===== src/rtl/demux14_4_fifo_if.sv =====
// Bundle of the source-side word/select handshake and the four sink-side channels
// of the 1-to-4 word demultiplexer.
interface demux14_4_fifo_if #(
    parameter int W = 4
);
    logic [W-1:0] w;
    logic [1:0]   s;
    logic         in_valid;
    logic         in_ready;
    logic [W-1:0] y0;
    logic [W-1:0] y1;
    logic [W-1:0] y2;
    logic [W-1:0] y3;
    logic         v0;
    logic         v1;
    logic         v2;
    logic         v3;
    logic         r0;
    logic         r1;
    logic         r2;
    logic         r3;
    logic         busy;

    modport slave (
        input  w, s, in_valid, r0, r1, r2, r3,
        output in_ready, y0, y1, y2, y3, v0, v1, v2, v3, busy
    );

    modport master (
        output w, s, in_valid, r0, r1, r2, r3,
        input  in_ready, y0, y1, y2, y3, v0, v1, v2, v3, busy
    );
endinterface


===== src/rtl/demux14_4_fifo.sv =====
// 1-to-4 word demultiplexer: each word is steered by s into one of four small
// per-channel FIFOs, each drained by its own valid/ready sink.
module demux14_4_fifo #(
    parameter int W     = 4,
    parameter int DEPTH = 2
) (
    input  logic             clk,
    input  logic             rst_n,
    demux14_4_fifo_if.slave  bus
);
    localparam int AW = $clog2(DEPTH);
    localparam int CW = AW + 1;
    localparam logic [CW-1:0] FULL_CNT = CW'(DEPTH);

    if ((DEPTH < 2) || ((DEPTH & (DEPTH - 1)) != 0)) begin : g_bad_depth
        $error("demux14_4_fifo: DEPTH must be a power of two and at least 2");
    end

    logic [W-1:0]  mem_q    [4][DEPTH];
    logic [W-1:0]  mem_d    [4][DEPTH];
    logic [AW-1:0] wr_ptr_q [4];
    logic [AW-1:0] wr_ptr_d [4];
    logic [AW-1:0] rd_ptr_q [4];
    logic [AW-1:0] rd_ptr_d [4];
    logic [CW-1:0] cnt_q    [4];
    logic [CW-1:0] cnt_d    [4];

    logic [3:0]    rdy_vec;
    logic [3:0]    vld_vec;
    logic [3:0]    push_vec;
    logic [3:0]    pop_vec;
    logic [W-1:0]  head     [4];
    logic          in_ready_c;

    assign rdy_vec = {bus.r3, bus.r2, bus.r1, bus.r0};

    // Readiness looks only at the selected channel's registered count, so a full
    // channel never takes a word even when it pops in the same cycle.
    assign in_ready_c = (cnt_q[bus.s] != FULL_CNT);

    always_comb begin
        vld_vec = '0;
        for (int n = 0; n < 4; n++) begin
            vld_vec[n] = (cnt_q[n] != '0);
        end
    end

    always_comb begin
        mem_d    = mem_q;
        wr_ptr_d = wr_ptr_q;
        rd_ptr_d = rd_ptr_q;
        cnt_d    = cnt_q;
        push_vec = '0;
        pop_vec  = '0;
        for (int n = 0; n < 4; n++) begin
            push_vec[n] = bus.in_valid && in_ready_c && (bus.s == 2'(n));
            pop_vec[n]  = vld_vec[n] && rdy_vec[n];

            if (push_vec[n]) begin
                mem_d[n][wr_ptr_q[n]] = bus.w;
                wr_ptr_d[n]           = wr_ptr_q[n] + AW'(1);
            end
            if (pop_vec[n]) begin
                rd_ptr_d[n] = rd_ptr_q[n] + AW'(1);
            end

            case ({push_vec[n], pop_vec[n]})
                2'b10:   cnt_d[n] = cnt_q[n] + CW'(1);
                2'b01:   cnt_d[n] = cnt_q[n] - CW'(1);
                default: cnt_d[n] = cnt_q[n];
            endcase
        end
    end

    always_ff @(posedge clk or negedge rst_n) begin
        if (!rst_n) begin
            for (int n = 0; n < 4; n++) begin
                wr_ptr_q[n] <= '0;
                rd_ptr_q[n] <= '0;
                cnt_q[n]    <= '0;
                for (int e = 0; e < DEPTH; e++) begin
                    mem_q[n][e] <= '0;
                end
            end
        end else begin
            mem_q    <= mem_d;
            wr_ptr_q <= wr_ptr_d;
            rd_ptr_q <= rd_ptr_d;
            cnt_q    <= cnt_d;
        end
    end

    // Empty channels present zero rather than stale storage.
    always_comb begin
        for (int n = 0; n < 4; n++) begin
            head[n] = vld_vec[n] ? mem_q[n][rd_ptr_q[n]] : '0;
        end
    end

    assign bus.in_ready = in_ready_c;
    assign bus.y0       = head[0];
    assign bus.y1       = head[1];
    assign bus.y2       = head[2];
    assign bus.y3       = head[3];
    assign bus.v0       = vld_vec[0];
    assign bus.v1       = vld_vec[1];
    assign bus.v2       = vld_vec[2];
    assign bus.v3       = vld_vec[3];
    assign bus.busy     = |vld_vec;
endmodule


===== src/flat_wrapper.sv =====
// flat-port wrapper written by rule: the top's interface ports become plain ports
module demux14_4_fifo_flat 
#(
    parameter int W     = 4,
    parameter int DEPTH = 2
)
  (clk, rst_n, bus_w, bus_s, bus_in_valid, bus_r0, bus_r1, bus_r2, bus_r3, bus_in_ready, bus_y0, bus_y1, bus_y2, bus_y3, bus_v0, bus_v1, bus_v2, bus_v3, bus_busy);
  demux14_4_fifo_if #(.W(W)) bus_i ();
  input  logic clk;
  input  logic rst_n;
  input wire logic [$bits(bus_i.w)-1:0] bus_w;
  input wire logic [$bits(bus_i.s)-1:0] bus_s;
  input wire logic [$bits(bus_i.in_valid)-1:0] bus_in_valid;
  input wire logic [$bits(bus_i.r0)-1:0] bus_r0;
  input wire logic [$bits(bus_i.r1)-1:0] bus_r1;
  input wire logic [$bits(bus_i.r2)-1:0] bus_r2;
  input wire logic [$bits(bus_i.r3)-1:0] bus_r3;
  output wire logic [$bits(bus_i.in_ready)-1:0] bus_in_ready;
  output wire logic [$bits(bus_i.y0)-1:0] bus_y0;
  output wire logic [$bits(bus_i.y1)-1:0] bus_y1;
  output wire logic [$bits(bus_i.y2)-1:0] bus_y2;
  output wire logic [$bits(bus_i.y3)-1:0] bus_y3;
  output wire logic [$bits(bus_i.v0)-1:0] bus_v0;
  output wire logic [$bits(bus_i.v1)-1:0] bus_v1;
  output wire logic [$bits(bus_i.v2)-1:0] bus_v2;
  output wire logic [$bits(bus_i.v3)-1:0] bus_v3;
  output wire logic [$bits(bus_i.busy)-1:0] bus_busy;
  assign bus_i.w = bus_w;
  assign bus_i.s = bus_s;
  assign bus_i.in_valid = bus_in_valid;
  assign bus_i.r0 = bus_r0;
  assign bus_i.r1 = bus_r1;
  assign bus_i.r2 = bus_r2;
  assign bus_i.r3 = bus_r3;
  assign bus_in_ready = bus_i.in_ready;
  assign bus_y0 = bus_i.y0;
  assign bus_y1 = bus_i.y1;
  assign bus_y2 = bus_i.y2;
  assign bus_y3 = bus_i.y3;
  assign bus_v0 = bus_i.v0;
  assign bus_v1 = bus_i.v1;
  assign bus_v2 = bus_i.v2;
  assign bus_v3 = bus_i.v3;
  assign bus_busy = bus_i.busy;
  demux14_4_fifo #(.W(W), .DEPTH(DEPTH)) u_core (.clk(clk), .rst_n(rst_n), .bus(bus_i));
endmodule

===== config.mk =====
export PLATFORM = sky130hd
export DESIGN_NAME = demux14_4_fifo_flat
export DESIGN_NICKNAME = d
export VERILOG_FILES = /design/src/rtl/demux14_4_fifo_if.sv /design/src/rtl/demux14_4_fifo.sv /design/src/flat_wrapper.sv
export SDC_FILE = /design/constraint.sdc
export NUM_CORES = 1
export LEC_CHECK = 0
export BUFFER_PORTS_ARGS = -buffer_cell sky130_fd_sc_hd__buf_2
export CAP_MARGIN = 20
export CORE_ASPECT_RATIO = 1.25
export CORE_MARGIN = 3
export CORE_UTILIZATION = 56
export CTS_CLUSTER_DIAMETER = 60
export DETAILED_ROUTE_END_ITERATION = 7
export PLACE_DENSITY = 0.81
export SYNTH_ARGS = -nofsm -noshare
export SYNTH_HDL_FRONTEND = slang
export SYNTH_SLANG_ARGS = --single-unit

===== constraint.sdc =====
create_clock -name clk -period 1.7 [get_ports clk]
set_input_delay 0.17 -clock clk [delete_from_list [all_inputs] [get_ports clk]]
set_output_delay 0.17 -clock clk [all_outputs]
set_load 0.02 [all_outputs]

Yosys cells after proc, flatten, opt, wreduce, memory -nomap -nowiden. Cells that the tools add are included.

Add/sub/neg operators: 16. $lt $le $gt $ge: 13. Eq/ne operators: 12. Mux-type cells: 35. Bitwise operators: 9. Reduce and logical (&&, ||, !) cells: 23.

Operators by type and width (number): $mux 4 (20); $bwmux 8 (4); $demux 4 s1 (4); $ge 2x2->1 const B (8); $not 1->2 (8); $pmux 2 s2 (4); $reduce_bool 2->1 (8); $logic_and 1x1->1 (13); $eq 2x2->1 const B (6); $eq 2x1->1 const B (5); $add 1x1->1 const B (8); $add 2x1->2 const B (4); $lt 2x1->1 const B (4); $sub 2x1->2 const B (4); $bmux 2 s2 (1); $mux 2 (2); $reduce_or 4->1 (1); $ge 3x3->1 const B (1); $not 2->3 (1); $logic_not 2->1 (1); $ne 2x2->1 const B (1).

Flip-flop bits (word level): 48. Output and inout port bits: 22. Logic and storage cells: 128.

Longest topological paths before layout. Gate-level depths: netlist (run 1).

Depth in word-level cells: 9. Gate-level depth with buffers: 7. Depth with buffers taken out: 6.

Worst setup path after synthesis (run 1). No wires, ideal clock.

Kind: register to register. Start: register u_core.cnt_q[3] in the netlist's numbering. End: register u_core.cnt_q[3] in the netlist's numbering. Setup time: 0.079 ns. Arrival time: 1.449 ns. Required time: 1.621 ns. Setup slack: 0.172 ns. Cell stages (with the launch flop): 6. Path buffers: 0. Period minus slack after synthesis: 1.528 ns. Cell sequence: dfrtp_1 > nor2b_1 > or3_1 > ha_1 > nor2_1 > xor2_1.

Word-level cells in the longest chain between the ends: 8.

RTL lines: start: declaration (RTL line demux14_4_fifo.sv:25) `logic [CW-1:0] cnt_q [4];`; start signal: assignment (RTL line demux14_4_fifo.sv:89) `cnt_q <= cnt_d;`; $bmux 2 s2 (RTL line demux14_4_fifo.sv:39) `assign in_ready_c = (cnt_q[bus.s] != FULL_CNT);`; $mux 2 (implied by the code) (2 in series) (RTL line demux14_4_fifo.sv:39); $ne 2x2->1 (RTL line demux14_4_fifo.sv:39); $logic_and 1x1->1 (2 in series) (RTL line demux14_4_fifo.sv:56) `push_vec[n] = bus.in_valid && in_ready_c && (bus.s == 2'(n));`; $eq 2x1->1 or $eq 2x2->1 (tied branches) (RTL line demux14_4_fifo.sv:67) `case ({push_vec[n], pop_vec[n]})`; $pmux 2 s2 or $reduce_bool 2->1 (tied branches).

Parallel ways exist; a longest one is shown, timed or not. The select of a mux whose other input is x is not followed. A chain may end at the register's enable or synchronous reset.

Final worst setup path (run 1).
Start: register u_core.cnt_q[2] in the netlist's numbering. End: output bus_in_ready.

Word-level cells in the longest chain between the ends: 4.

RTL lines: $bmux 2 s2 (RTL line demux14_4_fifo.sv:39); $mux 2 (implied by the code) (2 in series) (RTL line demux14_4_fifo.sv:39); $ne 2x2->1 (RTL line demux14_4_fifo.sv:39); end: declaration (RTL line flat_wrapper.sv:18) `output wire logic [$bits(bus_i.in_ready)-1:0] bus_in_ready;`.

No other way between the ends. The select of a mux whose other input is x is not followed.

==> results.md, run 1 <==
- Status: finished clean
- Clock buffer depth: 2
- Layout cells sized above 1: around two fifths
- Slew headroom: between 60% and 70%
- H-tree depth: 2
- CTS Sinks: 48
- P_leak: between 1 and 1.5 nW
- Maximum number of pins on one net before global-route repair: 29
- Root Buffer Master: clkbuf_8
- Max Freq: 0.5950 GHz
- Register area share after synthesis: 52.00%
- Final core utilization: 71.39%
- Yosys cell types: 22
- Core Region: 3879 µm²
- Crit path capture type: primary output
- Unrepaired setup endpoints after global routing: yes
- Global route overflow: 0
- Gr usage total: 20.86%
- Routability Congestion: between 0.7 and 0.8
- CTS buffer count: 5
- Largest family of logic cells by synthesized area: multiplexers
- Avg Cell Area, Syn: ~13 µm²
- Vias/cell: 5.301
- Power Total: roughly 0.0057 W
- # DRC: 0
- Post-Synth Adder-Cell Area: about 2.2%
- DR pass1 iterations: 4
- Mapped Nets: 200
- DR vias: 1516
- Power per cell area: between 2000 and 2500 nW/µm²
- Antenna violations before repair: 0
- Post-synthesis compound-gate area fraction: 0%
- Vias in the first global route: about 1700
- DRT iter0 DRCs: between 50 and 60
- PortBufs: 34
- Final setup vio count: 0
- Area of the die: 4936 µm²
- Mapped Cells: between 150 and 200
- Tmin final: approximately 1700 ps
- WP data arrival: approximately 1500 ps
- Crit path from: u_core.cnt_q[2]$_DFFE_PN0P_
- Clk Latency, worst-skew pair: around 300 ps
- Global-route wire length before repair: ~8000 µm
- Die span in y: between 70 and 80 µm
- Least-Margin Pin Slew: approximately 600 ps
- Worst clock skew: between 1 and 1.5 ps
- I/O Pins: 35
- Worst Setup Path Type: reg2out
- FF-to-FF End: u_core.mem_q[15]$_DFFE_PN0P_
- Max-Cap Viols: 0
- Crit path to: bus_in_ready
- Die width: between 60 and 70 µm
- R2R Setup Slk: roughly 90 ps
- Xor-xnor portion of the synthesized cell area: 7.584%
- Worst-path maximum fanout: 2
- Clk slew on worst S/H paths: around 80 ps
- Area leader, netlist: dfrtp_1
- HP Class: in2reg
- Worst ir drop on vdd: between 1000 and 1500 µV
- Wire per inst: 16.38 µm
- CP required: between 1500 and 2000 ps
- Cell Area, Synth: ~2300 µm²
- Hold Vio Cnt, Final: 0
- Simple-gate share of the synthesized area: roughly 12%
- Routed Antenna Nets: 0
- Yosys warnings: 0
- Ranking of synthesized cells by area: dfrtp_1, mux2_2, mux2i_1, xnor2_1, nor2_1
- HPWL Detailed: roughly 3400 µm
- Initial Util: between 50 and 60%
- Number of synthesized register bits: 48
- Number of diodes: 0
- Wirelength, routed: around 4700 µm
- Layout area overhead: 19.88%
- Mux contribution to synthesized area: around 24%
- CTS tree: yes
- Site row count: 25
- FF-to-FF Start: u_core.cnt_q[3]$_DFFE_PN0P_
- Fin crit share: 98.86%
- Layout net count: about 250
- R2r worst-path depth: 3
- Crit path launch type: flop
- Share of the synthesized area in the top cell type: between 50% and 60%
- Max Transition Viols Final: 0
==> final cells by class <==
type | count | area, µm²
clock buffer | 8 | 90.09
fill | 292 | 1110
tap | 54 | 67.56
timing repair buffer | 48 | 284.0
inverter | 4 | 15.01
multi-input combinational | 124 | 1110
sequential | 48 | 1202
==> worst max-delay path, cell delays in order (launching register included) <==
cell	delay, ps
dfrtp_1	400
nand2b_1	180
mux4_2	480
buf_6	150
==> Yosys cell counts, drive strengths merged <==
| master | n |
|---|---|
| xor2 | 8 |
| nand2b | 4 |
| nand2 | 1 |
| or3 | 1 |
| and4 | 1 |
| nor2 | 26 |
| nand4b | 2 |
| mux4 | 1 |
| ha | 4 |
| or4 | 1 |
| inv | 4 |
| mux2i | 16 |
| nand4 | 4 |
| clkbuf | 5 |
| buf | 2 |
| xnor2 | 12 |
| nand3 | 2 |
| dfrtp | 48 |
| nor4b | 2 |
| mux2 | 32 |
| nor2b | 7 |
==> cell families (layout without fill, tap and decap cells) <==
logic type / Yosys count / in the layout
flip-flops: 48 / 48
multiplexers: 49 / 49
buffers and inverters: 11 / 60
AND/OR/NAND/NOR: 51 / 51
XOR/XNOR: 20 / 20
adder cells (fa/ha/maj): 4 / 4
==> power by group <==
| part | leakage, nW | total [W] | switching (W) | internal (W) |
|---|---|---|---|---|
| registers | 0.573 | 0.00222 | 0.000489 | 0.00173 |
| clock network | 0.0455 | 0.000687 | 0.000355 | 0.000332 |
| logic | 0.693 | 0.00276 | 0.00140 | 0.00137 |
==> state kept, by name (all words and copies together), names as in the netlist <==
signal,count
u_core.rd_ptr_q,4
u_core.cnt_q,8
u_core.wr_ptr_q,4
u_core.mem_q,32
==> how the worst min path moves through the flow <==
| stage | end | start | depth (start not counted) |
|---|---|---|---|
| finish | u_core.mem_q[14]$_DFFE_PN0P_ | bus_w[2] | 2 |
| global route | u_core.mem_q[13]$_DFFE_PN0P_ | bus_w[1] | 2 |
| CTS | u_core.mem_q[13]$_DFFE_PN0P_ | bus_w[1] | 2 |
| detailed placement | u_core.mem_q[18]$_DFFE_PN0P_ | rst_n | 1 |
| global placement | u_core.mem_q[18]$_DFFE_PN0P_ | rst_n | 1 |
| floorplan | u_core.cnt_q[0]$_DFFE_PN0P_ | rst_n | 0 |
==> through the flow <==
| step | TNS, ps | hold slack (ps) | worst slack [ps] | cell area, µm² | cells |
|---|---|---|---|---|---|
| after floorplan | 0 | -125.6 | 172.1 | 2310 | 183 |
| after global placement | 0 | 189.4 | 134.9 | 2579 | 272 |
| after detailed placement | 0 | 211.5 | 51.41 | 2579 | 272 |
| after CTS | 0 | 231.5 | 2.390 | 2723 | 285 |
| after global routing | -16.55 | 246.1 | -16.55 | 2769 | 286 |
| final | 0 | 243.0 | 19.32 | 2769 | 286 |
==> layer usage <==
layer / wire length (µm) / track usage (%) / share of wire, %
met5: 0 / 0 / 0
met4: 72 / 7.775 / 1.5
met3: 213 / 4.920 / 4.5
met2: 2346 / 34.69 / 50
met1: 2053 / 26.30 / 44
==> cell usage in the layout, fill, tap and decap left out, types with 2 or more instances in the layout <==
cell type	n
dfrtp_1	47
buf_2	33
mux2_2	28
nor2_1	26
mux2i_1	16
buf_4	13
xnor2_1	12
xor2_1	8
nor2b_1	7
clkbuf_8	6
nand4_1	4
inv_1	4
mux2_4	4
nand2b_4	3
ha_1	3
nand3_1	2
nand4b_1	2
clkbuf_1	2
==> timing repair <==
item,CTS,global route
buffers inserted,4,1
endpoints found under the setup margin,1,2
hold buffers,1,0
endpoints found under the hold margin,26,0
pin swaps,0,0
gates resized for setup,4,6
No activity file was read; power rests on OpenSTA's default activity.
==> run 2: changes to the inputs <==
--- a/config.mk
+++ b/config.mk
@@ -5,14 +5,14 @@
 export SDC_FILE = /design/constraint.sdc
 export NUM_CORES = 1
 export LEC_CHECK = 0
-export BUFFER_PORTS_ARGS = -buffer_cell sky130_fd_sc_hd__buf_2
 export CAP_MARGIN = 20
 export CORE_ASPECT_RATIO = 1.25
 export CORE_MARGIN = 3
-export CORE_UTILIZATION = 56
+export CORE_UTILIZATION = 60
 export CTS_CLUSTER_DIAMETER = 60
 export DETAILED_ROUTE_END_ITERATION = 7
-export PLACE_DENSITY = 0.81
+export DONT_BUFFER_PORTS = 1
+export PLACE_DENSITY = 0.78
 export SYNTH_ARGS = -nofsm -noshare
 export SYNTH_HDL_FRONTEND = slang
 export SYNTH_SLANG_ARGS = --single-unit
==> results.md, run 2 (synthesized netlist as in run 1, its figures left out) <==
- WP data arrival: 1470 ps (was 1510 ps)
- Worst Setup Path Type: reg2out (unchanged)
- Fin crit share: 96.38% (was 98.86%)
- CTS tree: yes (unchanged)
- Power per cell area: 2050 nW/µm² (was 2048 nW/µm²)
- R2R Setup Slk: 130 ps (was 90 ps)
- Area of the die: 4635 µm² (was 4936 µm²)
- Hold Path Origin: bus_w[0] (was bus_w[2])
- Max-Cap Viols: 0 (unchanged)
- Wire per inst: 18.01 µm (was 16.38 µm)
- Die span in y: 75.37 µm (was 77.81 µm)
- Setup TNS Final: 0 ps (unchanged)
- Routed Antenna Nets: 0 (unchanged)
- Gr usage total: 20.06% (was 20.86%)
- Site row count: 24 (was 25)
- Vias/cell: 5.868 (was 5.301)
- Largest Register: u_core.mem_q (unchanged)
- Max Freq: 0.6103 GHz (was 0.5950 GHz)
- Hold-critical path depth: 1 (was 2)
- Core Region: 3603 µm² (was 3879 µm²)
- Vias in the first global route: 1401 (was 1650)
- Antenna violations before repair: 0 (unchanged)
- Max stage delay cell, worst path: mux4_2 (unchanged)
- P_leak: 1.154 nW (was 1.311 nW)
- Comb power frac: 43.1% (was 48.7%)
- Worst ir drop on vdd: 1099 µV (was 1080 µV)
- Wirelength, routed: 4214 µm (was 4686 µm)
- Crit path launch type: flop (unchanged)
- Number of diodes: 0 (unchanged)
- Reg power frac: 41.7% (was 39.2%)
- Status: finished clean (unchanged)
- DR pass1 iterations: 4 (unchanged)
- Least-Margin Pin Slew: 420.0 ps (was 597.9 ps)
- R2r worst-path depth: 6 (was 3)
- Unrepaired setup endpoints after global routing: no (was yes)
- Worst-path maximum fanout: 5 (was 2)
- Power Total: 0.005266 W (was 0.005671 W)
- Clock buffer depth: 2 (unchanged)
- Most frequent cells in the layout: dfrtp_1, mux2_2, nor2_1, mux2i_1, xnor2_1 (was dfrtp_1, buf_2, mux2_2, nor2_1, mux2i_1)
- Root Buffer Master: clkbuf_8 (unchanged)
- Global-route wire length before repair: 6693 µm (was 7941 µm)
- # DRC: 0 (unchanged)
- Maximum number of pins on one net before global-route repair: 49 (was 29)
- FF-to-FF Start: u_core.cnt_q[3]$_DFFE_PN0P_ (unchanged)
- Leading cell type in the layout, fill and taps excluded: dfrtp_1 (unchanged)
- DRT iter0 DRCs: 50 (was 53)
- Initial Util: 64.10% (was 59.55%)
- CP required: 1530 ps (about the same)
- Hold Vio Cnt, Final: 0 (unchanged)
- Layout area overhead: 11.21% (was 19.88%)
- Buf+Inv Stages, Crit Path: 0 (was 1)
- Sw frac: 39.01% (was 39.50%)
- CTS Sinks: 48 (unchanged)
- FF-to-FF End: u_core.cnt_q[3]$_DFFE_PN0P_ (was u_core.mem_q[15]$_DFFE_PN0P_)
- Worst clock skew: 3.580 ps (was 1.292 ps)
- Delay-heaviest family, CP: multiplexers (unchanged)
- DR vias: 1373 (was 1516)
- End of the worst hold path: u_core.mem_q[12]$_DFFE_PN0P_ (was u_core.mem_q[14]$_DFFE_PN0P_)
- Sw Pwr: 0.002054 W (was 0.002240 W)
- Global route overflow: 0 (unchanged)
- Final setup vio count: 0 (unchanged)
- Slew headroom: 71.89% (was 60.14%)
- Routability Congestion: 0.7312 (was 0.7557)
- Largest register FFs: 32 (unchanged)
- Layout net count: 211 (was 248)
- Critical path's largest stage delay: 560 ps (was 480 ps)
- Die width: 61.50 µm (was 63.44 µm)
- Registers with the most flip-flops: u_core.mem_q (32), u_core.cnt_q (8) (unchanged)
- HP Class: in2reg (unchanged)
- Layout cells sized above 1: 29.74% (was 40.95%)
- I/O Pins: 35 (unchanged)
- PortBufs: 0 (was 34)
- H-tree depth: 2 (unchanged)
- Clock network fraction of total power: 15.2% (was 12.1%)
- Final core utilization: 71.28% (was 71.39%)
- CTS buffer count: 5 (unchanged)
- Clk slew on worst S/H paths: 80 ps (about the same)
- Max Transition Viols Final: 0 (unchanged)
- Int Pwr: 0.003212 W (was 0.003431 W)
- Crit path capture type: primary output (unchanged)
- Worst path cell trace: nand2b_1 -> mux4_2 (was nand2b_1 -> mux4_2 -> buf_6)
- Tmin final: 1639 ps (was 1681 ps)
- Clk Latency, worst-skew pair: 300 ps (about the same)
- HPWL Detailed: 3027 µm (was 3443 µm)
-- run 2: changes by cell type in the layout (fill, tap and decap cells not counted), sizes merged --
cell,before,now
buf,47,9
bufinv,0,1
clkbuf,8,6
clkinv,0,1
dlygate4sd3,1,2
-- run 2: worst max-delay path by stage --
stage | slack (ps) | to | from | depth (start not counted)
after CTS | 2 | bus_in_ready | u_core.cnt_q[6]$_DFFE_PN0P_ | 2
after global routing | 7 | bus_in_ready | u_core.cnt_q[0]$_DFFE_PN0P_ | 2
final | 60 | bus_in_ready | u_core.cnt_q[0]$_DFFE_PN0P_ | 2
after global placement | 140 | u_core.cnt_q[3]$_DFFE_PN0P_ | u_core.cnt_q[3]$_DFFE_PN0P_ | 5
after floorplan | 170 | u_core.cnt_q[3]$_DFFE_PN0P_ | u_core.cnt_q[3]$_DFFE_PN0P_ | 5
after detailed placement | 70 | u_core.cnt_q[3]$_DFFE_PN0P_ | u_core.cnt_q[3]$_DFFE_PN0P_ | 5
-- run 2: power by group through the flow --
stage	Sequential, W	Clock, W	Combinational [W]
floorplan	0.00202	0	0.00195
global placement	0.00218	0	0.00208
detailed placement	0.00224	0	0.00215
CTS	0.00220	0.000811	0.00220
global route	0.00227	0.000866	0.00249
finish	0.00220	0.000800	0.00227
-- run 2: repair_timing --
action | in CTS | in global routing
resized for setup | 1 | 6
hold buffers | 2 | 1
hold endpoints to repair | 48 | 1
setup endpoints to repair | 1 | 2
setup buffers | 0 | 2
-- run 2: layout make-up --
type                       instances  area [µm²]
clock buffer                       6       72.57
clock inverter                     2       35.03
fill                             262        1035
inverter                           4       15.01
multi-input combinational        124        1086
sequential                        48        1204
tap                               39       48.80
timing repair buffer              11       107.6
-- run 2: metrics by stage --
step / area [µm²] / hold slack (ps) / std cells / setup slack (ps)
5_1_grt: 2569 / 4.896 / 234 / 7.287
3_5_place_dp: 2375 / -124.4 / 221 / 69.51
6_report: 2569 / 13.42 / 234 / 61.49
2_1_floorplan: 2310 / -125.6 / 183 / 172.1
4_1_cts: 2516 / 6.226 / 231 / 1.986
3_3_place_gp: 2375 / -124.4 / 221 / 135.1
-- run 2: per-layer routing --
layer / GRT usage, % / up-vias / routed length [µm]
met2: 31.55 / 33 / 2015
li1: - / 644 / -
met5: 0 / - / 0
met1: 25.50 / 692 / 1808
met3: 7.288 / 4 / 328
met4: 7.075 / 0 / 61
==> run 3: changes to the inputs <==
--- a/config.mk
+++ b/config.mk
@@ -13,6 +13,8 @@
 export DETAILED_ROUTE_END_ITERATION = 7
 export DONT_BUFFER_PORTS = 1
 export PLACE_DENSITY = 0.78
+export RECOVER_POWER = 50
 export SYNTH_ARGS = -nofsm -noshare
 export SYNTH_HDL_FRONTEND = slang
 export SYNTH_SLANG_ARGS = --single-unit
+export TNS_END_PERCENT = 50
==> results.md, run 3 (synthesized netlist as in run 1, its figures left out) <==
- Status: finished clean (unchanged)
- Routed Antenna Nets: 0 (unchanged)
- Crit path launch type: flop (unchanged)
- Clk Latency, worst-skew pair: 300 ps (about the same)
- WP data arrival: 1470 ps (about the same)
- Delay-heaviest family, CP: multiplexers (unchanged)
- FF-to-FF End: u_core.cnt_q[3]$_DFFE_PN0P_ (unchanged)
- Vias/cell: 5.872 (was 5.868)
- Max Transition Viols Final: 0 (unchanged)
- Power Total: 0.005240 W (was 0.005266 W)
- Worst ir drop on vdd: 1090 µV (was 1099 µV)
- Max Freq: 0.6103 GHz (about the same)
- PortBufs: 0 (unchanged)
- Buf+Inv Stages, Crit Path: 0 (unchanged)
- Registers with the most flip-flops: u_core.mem_q (32), u_core.cnt_q (8) (unchanged)
- Wirelength, routed: 4207 µm (was 4214 µm)
- Setup TNS Final: 0 ps (unchanged)
- Crit path from: u_core.cnt_q[0]$_DFFE_PN0P_ (unchanged)
- Max stage delay cell, worst path: mux4_2 (unchanged)
- Critical path's largest stage delay: 560 ps (about the same)
- Core Region: 3603 µm² (unchanged)
- Comb power frac: 42.9% (was 43.1%)
- Layout area overhead: 9.968% (was 11.21%)
- Tmin final: 1638 ps (was 1639 ps)
- Stages on worst setup path: 2 (unchanged)
- Hold Vio Cnt, Final: 0 (unchanged)
- Worst Setup Path Type: reg2out (unchanged)
- Vias in the first global route: 1401 (unchanged)
- HP Class: in2reg (unchanged)
- Maximum number of pins on one net before global-route repair: 49 (unchanged)
- Least-Margin Pin Slew: 1141 ps (was 420.0 ps)
- Wire per inst: 17.98 µm (was 18.01 µm)
- Slew headroom: 23.92% (was 71.89%)
- Clock network fraction of total power: 15.3% (was 15.2%)
- Clock buffer depth: 2 (unchanged)
- Unrepaired setup endpoints after global routing: no (unchanged)
- DP Area: 2375 µm² (unchanged)
- I/O Pins: 35 (unchanged)
- Multi-input combinational cell area: 1084 µm² (was 1086 µm²)
- DR vias: 1374 (was 1373)
- P_leak: 1.142 nW (was 1.154 nW)
- FF-to-FF Start: u_core.cnt_q[3]$_DFFE_PN0P_ (unchanged)
- Most frequent cells in the layout: dfrtp_1, mux2_2, nor2_1, mux2i_1, xnor2_1 (unchanged)
- CTS Sinks: 48 (unchanged)
- H-tree depth: 2 (unchanged)
- Gr usage total: 20.06% (unchanged)
- Routability Congestion: 0.7312 (unchanged)
- Sw Pwr: 0.002049 W (was 0.002054 W)
- Clk slew on worst S/H paths: 80 ps (about the same)
- Int Pwr: 0.003191 W (was 0.003212 W)
- DRT iter0 DRCs: 51 (was 50)
- Worst-path maximum fanout: 5 (unchanged)
- Fin area: 2540 µm² (was 2569 µm²)
- Die width: 61.50 µm (unchanged)
- Final setup vio count: 0 (unchanged)
- Fin crit share: 96.38% (about the same)
- CTS buffer count: 5 (unchanged)
- Crit path to: bus_in_ready (unchanged)
- Largest register FFs: 32 (unchanged)
- Crit path capture type: primary output (unchanged)
- Sw frac: 39.10% (was 39.01%)
- DR pass1 iterations: 4 (unchanged)
- CTS tree: yes (unchanged)
- Largest Register: u_core.mem_q (unchanged)
- Reg power frac: 41.9% (was 41.7%)
- R2r worst-path depth: 6 (unchanged)
- Layout cells sized above 1: 28.72% (was 29.74%)
- Power per cell area: 2063 nW/µm² (was 2050 nW/µm²)
- Layout net count: 211 (unchanged)
- Worst clock skew: 3.535 ps (was 3.580 ps)
- HPWL Detailed: 3027 µm (unchanged)
- Global-route wire length before repair: 6693 µm (unchanged)
- Site row count: 24 (unchanged)
- Root Buffer Master: clkbuf_8 (unchanged)
- Placed Instances: 221 (unchanged)
- Antenna violations before repair: 0 (unchanged)
- Number of diodes: 0 (unchanged)
- Finished Layout Cells: 234 (unchanged)
- Max-Cap Viols: 0 (unchanged)
- # DRC: 0 (unchanged)
- Filler cells: 268 (was 262)
- Storage cell area: 1204 µm² (unchanged)
- Global route overflow: 0 (unchanged)
- Initial Util: 64.10% (unchanged)
- Die span in y: 75.37 µm (unchanged)
- Worst path cell trace: nand2b_1 -> mux4_2 (unchanged)
- R2R Setup Slk: 130 ps (about the same)
- Leading cell type in the layout, fill and taps excluded: dfrtp_1 (unchanged)
- Final core utilization: 70.49% (was 71.28%)
- Area of the die: 4635 µm² (unchanged)
- CP required: 1530 ps (about the same)
[run 3: how the worst min path moves through the flow]
| stage | startpoint | end | slack [ps] | cells after the start |
|---|---|---|---|---|
| after global placement | rst_n | u_core.mem_q[16]$_DFFE_PN0P_ | -120 | 0 |
| final | bus_w[0] | u_core.mem_q[12]$_DFFE_PN0P_ | 10 | 1 |
| after detailed placement | rst_n | u_core.mem_q[20]$_DFFE_PN0P_ | -120 | 0 |
| after global routing | bus_w[3] | u_core.mem_q[11]$_DFFE_PN0P_ | 5 | 1 |
| after floorplan | rst_n | u_core.cnt_q[0]$_DFFE_PN0P_ | -130 | 0 |
| after CTS | bus_w[3] | u_core.mem_q[15]$_DFFE_PN0P_ | 6 | 1 |
[run 3: power by group through the flow]
stage                     Clock [W]  Combinational [W]  Sequential [W]
after floorplan                   0            0.00195         0.00202
after global placement            0            0.00208         0.00218
after detailed placement          0            0.00215         0.00224
after CTS                  0.000811            0.00220         0.00220
after global routing       0.000866            0.00247         0.00227
final                      0.000800            0.00225         0.00219
[run 3: per-layer routing]
| layer | share of wire [%] | wire, µm | track usage, % | vias up |
|---|---|---|---|---|
| li1 | - | - | - | 644 |
| met1 | 43 | 1806 | 25.50 | 692 |
| met2 | 48 | 2014 | 31.55 | 34 |
| met3 | 7.7 | 323 | 7.288 | 4 |
| met4 | 1.4 | 61 | 7.075 | 0 |
| met5 | 0 | 0 | 0 | - |
[run 3: layout make-up]
class                      count  share of cell area (%)
clock inverter                 2                   1.379
clock buffer                   6                   2.857
sequential                    48                   47.39
tap                           39                   1.921
inverter                       4                  0.5911
timing repair buffer          11                   3.202
multi-input combinational    124                   42.66
[run 3: worst reg2reg max path: cells and delay by family (launching register included)]
family                     cells  cell delay [ps]
and+or+nand+nor                3              600
DFF                            1              380
adders and majority gates      1              190
xor gates and xnor gates       2              310
[run 3: timing repair]
item / CTS / global route
hold endpoints to repair: 48 / 1
endpoints found under the setup margin: 1 / 2
resized for setup: 1 / 6
cloned: 0 / 0
buffers inserted: 0 / 2
hold buffers: 2 / 1
[run 3: through the flow]
step	setup WS (ps)	hold slack (ps)
3_5_place_dp	69.51	-124.4
4_1_cts	1.986	6.226
6_report	61.52	13.46
3_3_place_gp	135.1	-124.4
2_1_floorplan	172.1	-125.6
5_1_grt	7.287	4.896
